===== src/rtl/instr_alu_exec.sv =====
// Fetch/decode/ALU slice of the single-cycle CPU with registered result and flags.
// Optional ILLEGAL_OP_TRAP_EN: flag undecodable instructions and freeze results on a sticky trap.
module instr_alu_exec #(
  parameter int unsigned IMEM_AW = 6
) (
  input  logic               CLK,
  input  logic               Reset_L,
  input  logic [31:0]        pc,
  input  logic               imem_we,
  input  logic [IMEM_AW-1:0] imem_waddr,
  input  logic [31:0]        imem_wdata,
  input  logic [31:0]        bus_a,
  input  logic [31:0]        bus_b,
  input  logic               carry_in,
  input  logic               exec_en,
  output logic [31:0]        instruction,
  output logic [3:0]         alu_op,
  output logic [31:0]        alu_out,
  output logic               overflow,
  output logic               carry_out,
  output logic               zero,
  output logic [31:0]        result_q,
  output logic [2:0]         flags_q,
  output logic               illegal
);

  localparam int unsigned DEPTH = 1 << IMEM_AW;

  localparam logic [3:0] OP_AND  = 4'b0000;
  localparam logic [3:0] OP_OR   = 4'b0001;
  localparam logic [3:0] OP_ADD  = 4'b0010;
  localparam logic [3:0] OP_SLL  = 4'b0011;
  localparam logic [3:0] OP_SRL  = 4'b0100;
  localparam logic [3:0] OP_SUB  = 4'b0110;
  localparam logic [3:0] OP_SLT  = 4'b0111;
  localparam logic [3:0] OP_ADDU = 4'b1000;
  localparam logic [3:0] OP_SUBU = 4'b1001;
  localparam logic [3:0] OP_XOR  = 4'b1010;
  localparam logic [3:0] OP_SLTU = 4'b1011;
  localparam logic [3:0] OP_NOR  = 4'b1100;
  localparam logic [3:0] OP_SRA  = 4'b1101;
  localparam logic [3:0] OP_LUI  = 4'b1110;

  logic [31:0] mem [DEPTH];
  logic [5:0]  opcode;
  logic [5:0]  funct;
  logic        dec_illegal;
  logic        capture;
  logic [32:0] sum_add;
  logic [32:0] sum_sub;
  logic        unused_bits;

  // Instruction memory: synchronous write, asynchronous word-aligned read that wraps modulo depth
  always_ff @(posedge CLK) begin
    if (imem_we) mem[imem_waddr] <= imem_wdata;
  end

  assign instruction = mem[pc[IMEM_AW+1:2]];
  assign opcode      = instruction[31:26];
  assign funct       = instruction[5:0];

  // ALU-control decode; anything unrecognised falls back to ADD
  always_comb begin
    alu_op      = OP_ADD;
    dec_illegal = 1'b0;
    if (opcode == 6'h00) begin
      case (funct)
        6'h20:   alu_op = OP_ADD;
        6'h21:   alu_op = OP_ADDU;
        6'h22:   alu_op = OP_SUB;
        6'h23:   alu_op = OP_SUBU;
        6'h24:   alu_op = OP_AND;
        6'h25:   alu_op = OP_OR;
        6'h26:   alu_op = OP_XOR;
        6'h27:   alu_op = OP_NOR;
        6'h2A:   alu_op = OP_SLT;
        6'h2B:   alu_op = OP_SLTU;
        6'h00:   alu_op = OP_SLL;
        6'h02:   alu_op = OP_SRL;
        6'h03:   alu_op = OP_SRA;
        default: dec_illegal = 1'b1;
      endcase
    end else begin
      case (opcode)
        6'h08, 6'h23, 6'h2B: alu_op = OP_ADD;
        6'h09:               alu_op = OP_ADDU;
        6'h0C:               alu_op = OP_AND;
        6'h0D:               alu_op = OP_OR;
        6'h0E:               alu_op = OP_XOR;
        6'h0A:               alu_op = OP_SLT;
        6'h0B:               alu_op = OP_SLTU;
        6'h0F:               alu_op = OP_LUI;
        6'h04, 6'h05:        alu_op = OP_SUB;
        default:             dec_illegal = 1'b1;
      endcase
    end
  end

  assign sum_add = {1'b0, bus_a} + {1'b0, bus_b} + {32'd0, carry_in};
  assign sum_sub = {1'b0, bus_a} + {1'b0, ~bus_b} + 33'd1;

  // Behavioural ALU; carry/overflow stay low for non-arithmetic ops
  always_comb begin
    alu_out   = 32'd0;
    carry_out = 1'b0;
    overflow  = 1'b0;
    case (alu_op)
      OP_ADD: begin
        {carry_out, alu_out} = sum_add;
        overflow = (bus_a[31] == bus_b[31]) && (sum_add[31] != bus_a[31]);
      end
      OP_ADDU: {carry_out, alu_out} = sum_add;
      OP_SUB: begin
        {carry_out, alu_out} = sum_sub;
        overflow = (bus_a[31] != bus_b[31]) && (sum_sub[31] != bus_a[31]);
      end
      OP_SUBU: {carry_out, alu_out} = sum_sub;
      OP_AND:  alu_out = bus_a & bus_b;
      OP_OR:   alu_out = bus_a | bus_b;
      OP_XOR:  alu_out = bus_a ^ bus_b;
      OP_NOR:  alu_out = ~(bus_a | bus_b);
      OP_SLT:  alu_out = {31'd0, $signed(bus_a) < $signed(bus_b)};
      OP_SLTU: alu_out = {31'd0, bus_a < bus_b};
      OP_SLL:  alu_out = bus_b << bus_a[4:0];
      OP_SRL:  alu_out = bus_b >> bus_a[4:0];
      OP_SRA:  alu_out = 32'($signed(bus_b) >>> bus_a[4:0]);
      OP_LUI:  alu_out = {bus_b[15:0], 16'h0000};
      default: alu_out = 32'd0;
    endcase
  end

  assign zero = (alu_out == 32'd0);

`ifdef ILLEGAL_OP_TRAP_EN
  logic sticky;

  always_ff @(posedge CLK or negedge Reset_L) begin
    if (!Reset_L)                       sticky <= 1'b0;
    else if (exec_en && dec_illegal)    sticky <= 1'b1;
  end

  assign capture     = exec_en && !sticky;
  assign illegal     = dec_illegal | sticky;
  assign unused_bits = ^{pc[31:IMEM_AW+2], pc[1:0], instruction[25:6]};
`else
  assign capture     = exec_en;
  assign illegal     = 1'b0;
  assign unused_bits = ^{pc[31:IMEM_AW+2], pc[1:0], instruction[25:6], dec_illegal};
`endif

  // Result/flag capture stage
  always_ff @(posedge CLK or negedge Reset_L) begin
    if (!Reset_L) begin
      result_q <= 32'd0;
      flags_q  <= 3'd0;
    end else if (capture) begin
      result_q <= alu_out;
      flags_q  <= {overflow, carry_out, zero};
    end
  end

endmodule


===== config.mk =====
export PLATFORM = sky130hd
export DESIGN_NAME = instr_alu_exec
export DESIGN_NICKNAME = d
export VERILOG_FILES = /design/src/rtl/instr_alu_exec.sv
export SDC_FILE = /design/constraint.sdc
export NUM_CORES = 2
export LEC_CHECK = 0
export BUFFER_PORTS_ARGS = -buffer_cell sky130_fd_sc_hd__buf_2
export CAP_MARGIN = 20
export CORE_ASPECT_RATIO = 0.75
export CORE_UTILIZATION = 51
export DETAILED_ROUTE_END_ITERATION = 8
export PLACE_DENSITY = 0.72
export SLEW_MARGIN = 40
export SYNTH_ARGS = -nofsm -noshare
export SYNTH_HDL_FRONTEND = slang
export SYNTH_SLANG_ARGS = --single-unit

===== constraint.sdc =====
create_clock -name CLK -period 12.8 [get_ports CLK]
set_input_delay 2.56 -clock CLK [delete_from_list [all_inputs] [get_ports CLK]]
set_output_delay 2.56 -clock CLK [all_outputs]
set_load 0.02 [all_outputs]

==> results summary <==
Summed over its instances, the top area cell type makes up between 60 and 70% of the synthesized netlist area. The routed via count divided by cell count is between 6 and 7. The detailed-routing wirelength on met1 came out at 105.0 mm. STA classifies the critical path endpoint as an output pin. In the detailed route, the total length drawn on met2 is between 100 and 150 mm. STA classifies the critical path startpoint as an input port. TritonCTS built the clock tree.

The maximum root-to-sink buffer count came out at 3. The fraction of power consumed by combinational cells is 10.9%. The largest voltage drop on the vdd net came out at ~0.14 mV. The met3 wire length came out at around 34 mm. The type of the most critical hold path is flop to flop.

The global-route wire length before repair is approximately 370 mm. The number of buffers added to fix hold violations after cts came out at 0. The total count of max-transition violations in the final report came out at 0. For this run, the slowest stage of the critical path takes roughly 700 ps. After detailed placement, the design holds a cell count of ~7300. The top achievable clock speed came out at around 82 MHz. The area of the core came out at ~170000 sq um.

OpenSTA, run right after detailed placement, puts the worst setup slack at about 770 ps. In this run the tightest slew margin relative to its limit is between 30% and 40%. The setup slack on the worst flop-to-flop path came out at 5800 ps. The violation count after the first detailed-route iteration came out at approximately 8100. At the end of the flow, the number of nets in the layout was between 5000 and 6000. Sorting the synthesized cells by area gives the leading types as sky130_fd_sc_hd__edfxtp_1 (69%), sky130_fd_sc_hd__mux4_2 (15%), sky130_fd_sc_hd__mux2i_1 (1.4%), sky130_fd_sc_hd__nor2_1 (1.4%), sky130_fd_sc_hd__ha_1 (1.3%). The hold-critical path depth is 2. The H-tree generated during clock tree synthesis spans 4 levels.

Setup repair after global routing left no endpoint under its margin. The latest clock arrival within the worst-skew pair came out at 840 ps. The total setup buffers inserted after CTS is 0. The final weighted congestion of routability-driven global placement came out at between 0.9 and 1. The final core utilization came out at a little under 60%. In this run the top signal layer used is met5. On the final layout, the worst hold slack is roughly 500 ps. The time the final worst path needs with I/O delays and setup is roughly 12000 ps.

The number of warnings issued by yosys came out at 0. The number of DRC violations after detailed routing is 0. The count of mapped cells out of synthesis came out at 4888. The library cell used most frequently in the layout, excluding fill and tap cells, is sky130_fd_sc_hd__edfxtp_1. The die height is 364.3 microns. Dividing the final minimum period by the clock period gives 95.41%. The path with the worst hold slack has its endpoint at flags_q[0]. Counting flops with a built-in enable in the synthesized netlist gives 2048. The tool flagged a number of max-cap violations equal to 0. Detailed placement ended at an HPWL of 157.7 mm. The number of antenna violations at the first check in global routing came out at 20. The via count of the first global-routing pass is approximately 50000.

The initial core utilization is 51.51%. The ratio of cells with drive above 1 in the final layout came out at a little over a quarter. The startpoint of the most critical hold path is flags_q[0]. The area of all placed cells without fillers came out at ~100000 sq um. In this run the count of I/O pins placed on the die edge is around 250. The number of cell rows is 132.

The largest individual stage delay along the critical path comes from the cell sky130_fd_sc_hd__o22ai_1. The critical path is of the input port to output pin type. The number of library cell types mapped by synthesis came out at 103. The capture instance of the worst register-to-register path is flags_q[0]. The die covers 176700 sq um.

In this run the cell area measured after placement is between 90000 and 100000 sq um. The synthesized area is around 90000 sq um. The root buffer cell chosen for the clock tree is sky130_fd_sc_hd__clkbuf_16. The signal on the critical path passes through buf_8 -> mux4_2 -> mux4_2 -> o22ai_1 -> a31o_2 -> inv_2 -> or3_1 -> a21o_1 -> o311ai_2 -> a21oi_2 -> inv_2 -> nor4_2 -> buf_4 -> a221o_1 -> or4_1 -> nor4_1 -> nand4_1 -> nor4_1 -> buf_4 -> nand3_1 -> or4_4 -> nor2_1 -> buf_2. The flow ran to the end, and the final reports show no timing, DRC or antenna violations.

In the layout the commonest cells are sky130_fd_sc_hd__edfxtp_1 (2048), sky130_fd_sc_hd__mux4_2 (596), sky130_fd_sc_hd__nor2_1 (262). The predominant post-synthesis flop cell is sky130_fd_sc_hd__edfxtp_1. The number of hold violations in the final report is 0. The share of total power in the clock network came out at 38.0%.

The maximum fanout count along the critical path came out at 44. The clock-pin slew on the worst setup and hold paths is around 60 ps. The total via count in the routed design came out at ~52000. The static power due to leakage is about 33 nW. The non-filler instance count after layout came out at around 7700.

The total number of clock tree sinks is about 2100. STA puts the critical path data required time at about 10000 ps. The die span in x came out at ~490 microns. The largest net degree at the start of global routing came out at between 80 and 90.

The transition time at the pin with the least slew margin is between 900 and 1000 ps. Post-CTS repair changed the size of 0 cells. Setup violations remaining at the end of the flow were counted as 0. After synthesis, flip-flops and latches occupy between 60 and 70% of the total area. Relative to the synthesized area, the layout overhead comes to 12.69%. The number of iterations in the first detailed-routing pass is 7. The average routed wire per standard cell came out at approximately 34 microns. The final wirelength came out at between 200 and 300 mm. In this run the mean area of a mapped cell was approximately 18 sq um. On the final layout, the worst clock skew is between 30 and 40 ps. The port buffer count is 218.

The number of flip-flops and latches in the synthesized netlist is roughly 2100. The post-route antenna net violation count is 0. For the worst flop-to-flop path, the logic depth is 22. After global routing the overflow that remains totals 0. Synthesis produced a netlist with a net count of roughly 5100. Data on the critical path arrives at its endpoint at slightly below 10000 ps. The smallest setup slack after layout is a little under 600 ps. The share of synthesized registers carrying an async set or reset is under 10%. The net switching power came out at 3.612 mW. In the global route stage, overall resource usage came out at 29.86%. Dividing total power by cell area gives a power density of between 100 and 150 nW/um^2.

The relative contribution of sequential cells to total power came out at approximately half. In the final timing run, aggregate negative setup slack is 0 ps. The total CTS buffers is roughly 190.

The switching fraction of total power is between 20% and 30%. Cell internal power was estimated by the tool at 11.24 mW. The cell taking the most area after synthesis is sky130_fd_sc_hd__edfxtp_1. Power comes to approximately 15 mW.

The worst register-to-register path begins at mem[38][1].
## flip-flops by register name, indices dropped and copies added (netlist names)
register	cells
flags_q	3
result_q	32
mem	2048
## worst max path at each step
stage          startpoint   end  slack, ps  cells past startpoint
2_1_floorplan    bus_a[2]  zero       1560                     23
3_3_place_gp        pc[2]  zero        830                     24
3_5_place_dp        pc[2]  zero        770                     23
4_1_cts             pc[2]  zero        760                     23
5_1_grt             pc[2]  zero        310                     23
6_report            pc[2]  zero        590                     23
## layout make-up
class / instances / area, sq um
Timing Repair Buffer: 447 / 3118
Tap cell: 2278 / 2850
Fill cell: 12510 / 72690
Clock buffer: 232 / 4997
Sequential cell: 2083 / 62370
Multi-Input combinational cell: 2378 / 25570
Clock inverter: 117 / 1131
Inverter: 134 / 509.2
Antenna cell: 5 / 12.51
## cells by family after synthesis
logic type / synth area share, %
AO/OA/AOI/OAI: 5.534
XOR/XNOR: 0.1472
adder cells (fa/ha/maj): 1.413
buffers and inverters: 2.085
flip-flops: 69.90
multiplexers: 16.72
other: 0.004202
AND/OR/NAND/NOR: 4.205
## critical path: cells and delay by family
| kind | cells | cell delay [ps] |
|---|---|---|
| buf+inv | 6 | 1400 |
| compound gates | 6 | 1940 |
| simple gates | 9 | 2520 |
| mux | 2 | 1100 |
## cells in the mapped netlist (12+ instances only)
cell / number
sky130_fd_sc_hd__edfxtp_1: 2048
sky130_fd_sc_hd__mux4_2: 596
sky130_fd_sc_hd__nor2_1: 324
sky130_fd_sc_hd__clkbuf_1: 179
sky130_fd_sc_hd__nand2_1: 172
sky130_fd_sc_hd__a21oi_1: 144
sky130_fd_sc_hd__mux2i_1: 129
sky130_fd_sc_hd__o21ai_0: 122
sky130_fd_sc_hd__inv_1: 121
sky130_fd_sc_hd__ha_1: 96
sky130_fd_sc_hd__a22oi_1: 61
sky130_fd_sc_hd__nand3_1: 58
sky130_fd_sc_hd__buf_1: 51
sky130_fd_sc_hd__nor3_1: 50
sky130_fd_sc_hd__o22ai_1: 48
sky130_fd_sc_hd__a211oi_1: 39
sky130_fd_sc_hd__a31oi_1: 37
sky130_fd_sc_hd__buf_2: 36
sky130_fd_sc_hd__dfrtp_1: 35
sky130_fd_sc_hd__o211ai_1: 32
sky130_fd_sc_hd__or3_1: 29
sky130_fd_sc_hd__nand2b_1: 28
sky130_fd_sc_hd__nor4_1: 27
sky130_fd_sc_hd__a21o_1: 25
sky130_fd_sc_hd__a221oi_1: 24
sky130_fd_sc_hd__nand4_1: 24
sky130_fd_sc_hd__a211o_1: 19
sky130_fd_sc_hd__and2_1: 17
sky130_fd_sc_hd__nor2b_1: 17
sky130_fd_sc_hd__buf_6: 15
sky130_fd_sc_hd__o21bai_1: 15
sky130_fd_sc_hd__o221ai_1: 13
sky130_fd_sc_hd__or2_2: 13
sky130_fd_sc_hd__xnor2_1: 13
sky130_fd_sc_hd__and3_1: 12
sky130_fd_sc_hd__o2111ai_1: 12
sky130_fd_sc_hd__o21a_1: 12
## power groups by stage
stage	sequential (mW)	combinational (mW)	clock (mW)
finish	7.59	1.62	5.64
global route	7.59	1.69	5.93
CTS	7.59	1.58	5.68
detailed placement	7.73	1.57	0
global placement	7.73	1.56	0
floorplan	7.77	0.866	0
## metal layers
| metal | up-vias | track usage [%] |
|---|---|---|
| met5 | - | 0 |
| met4 | 6 | 8.852 |
| met3 | 449 | 7.004 |
| met2 | 3581 | 44.11 |
| met1 | 26791 | 44.40 |
| li1 | 20809 | - |
No activity file was read; power rests on OpenSTA's default activity.
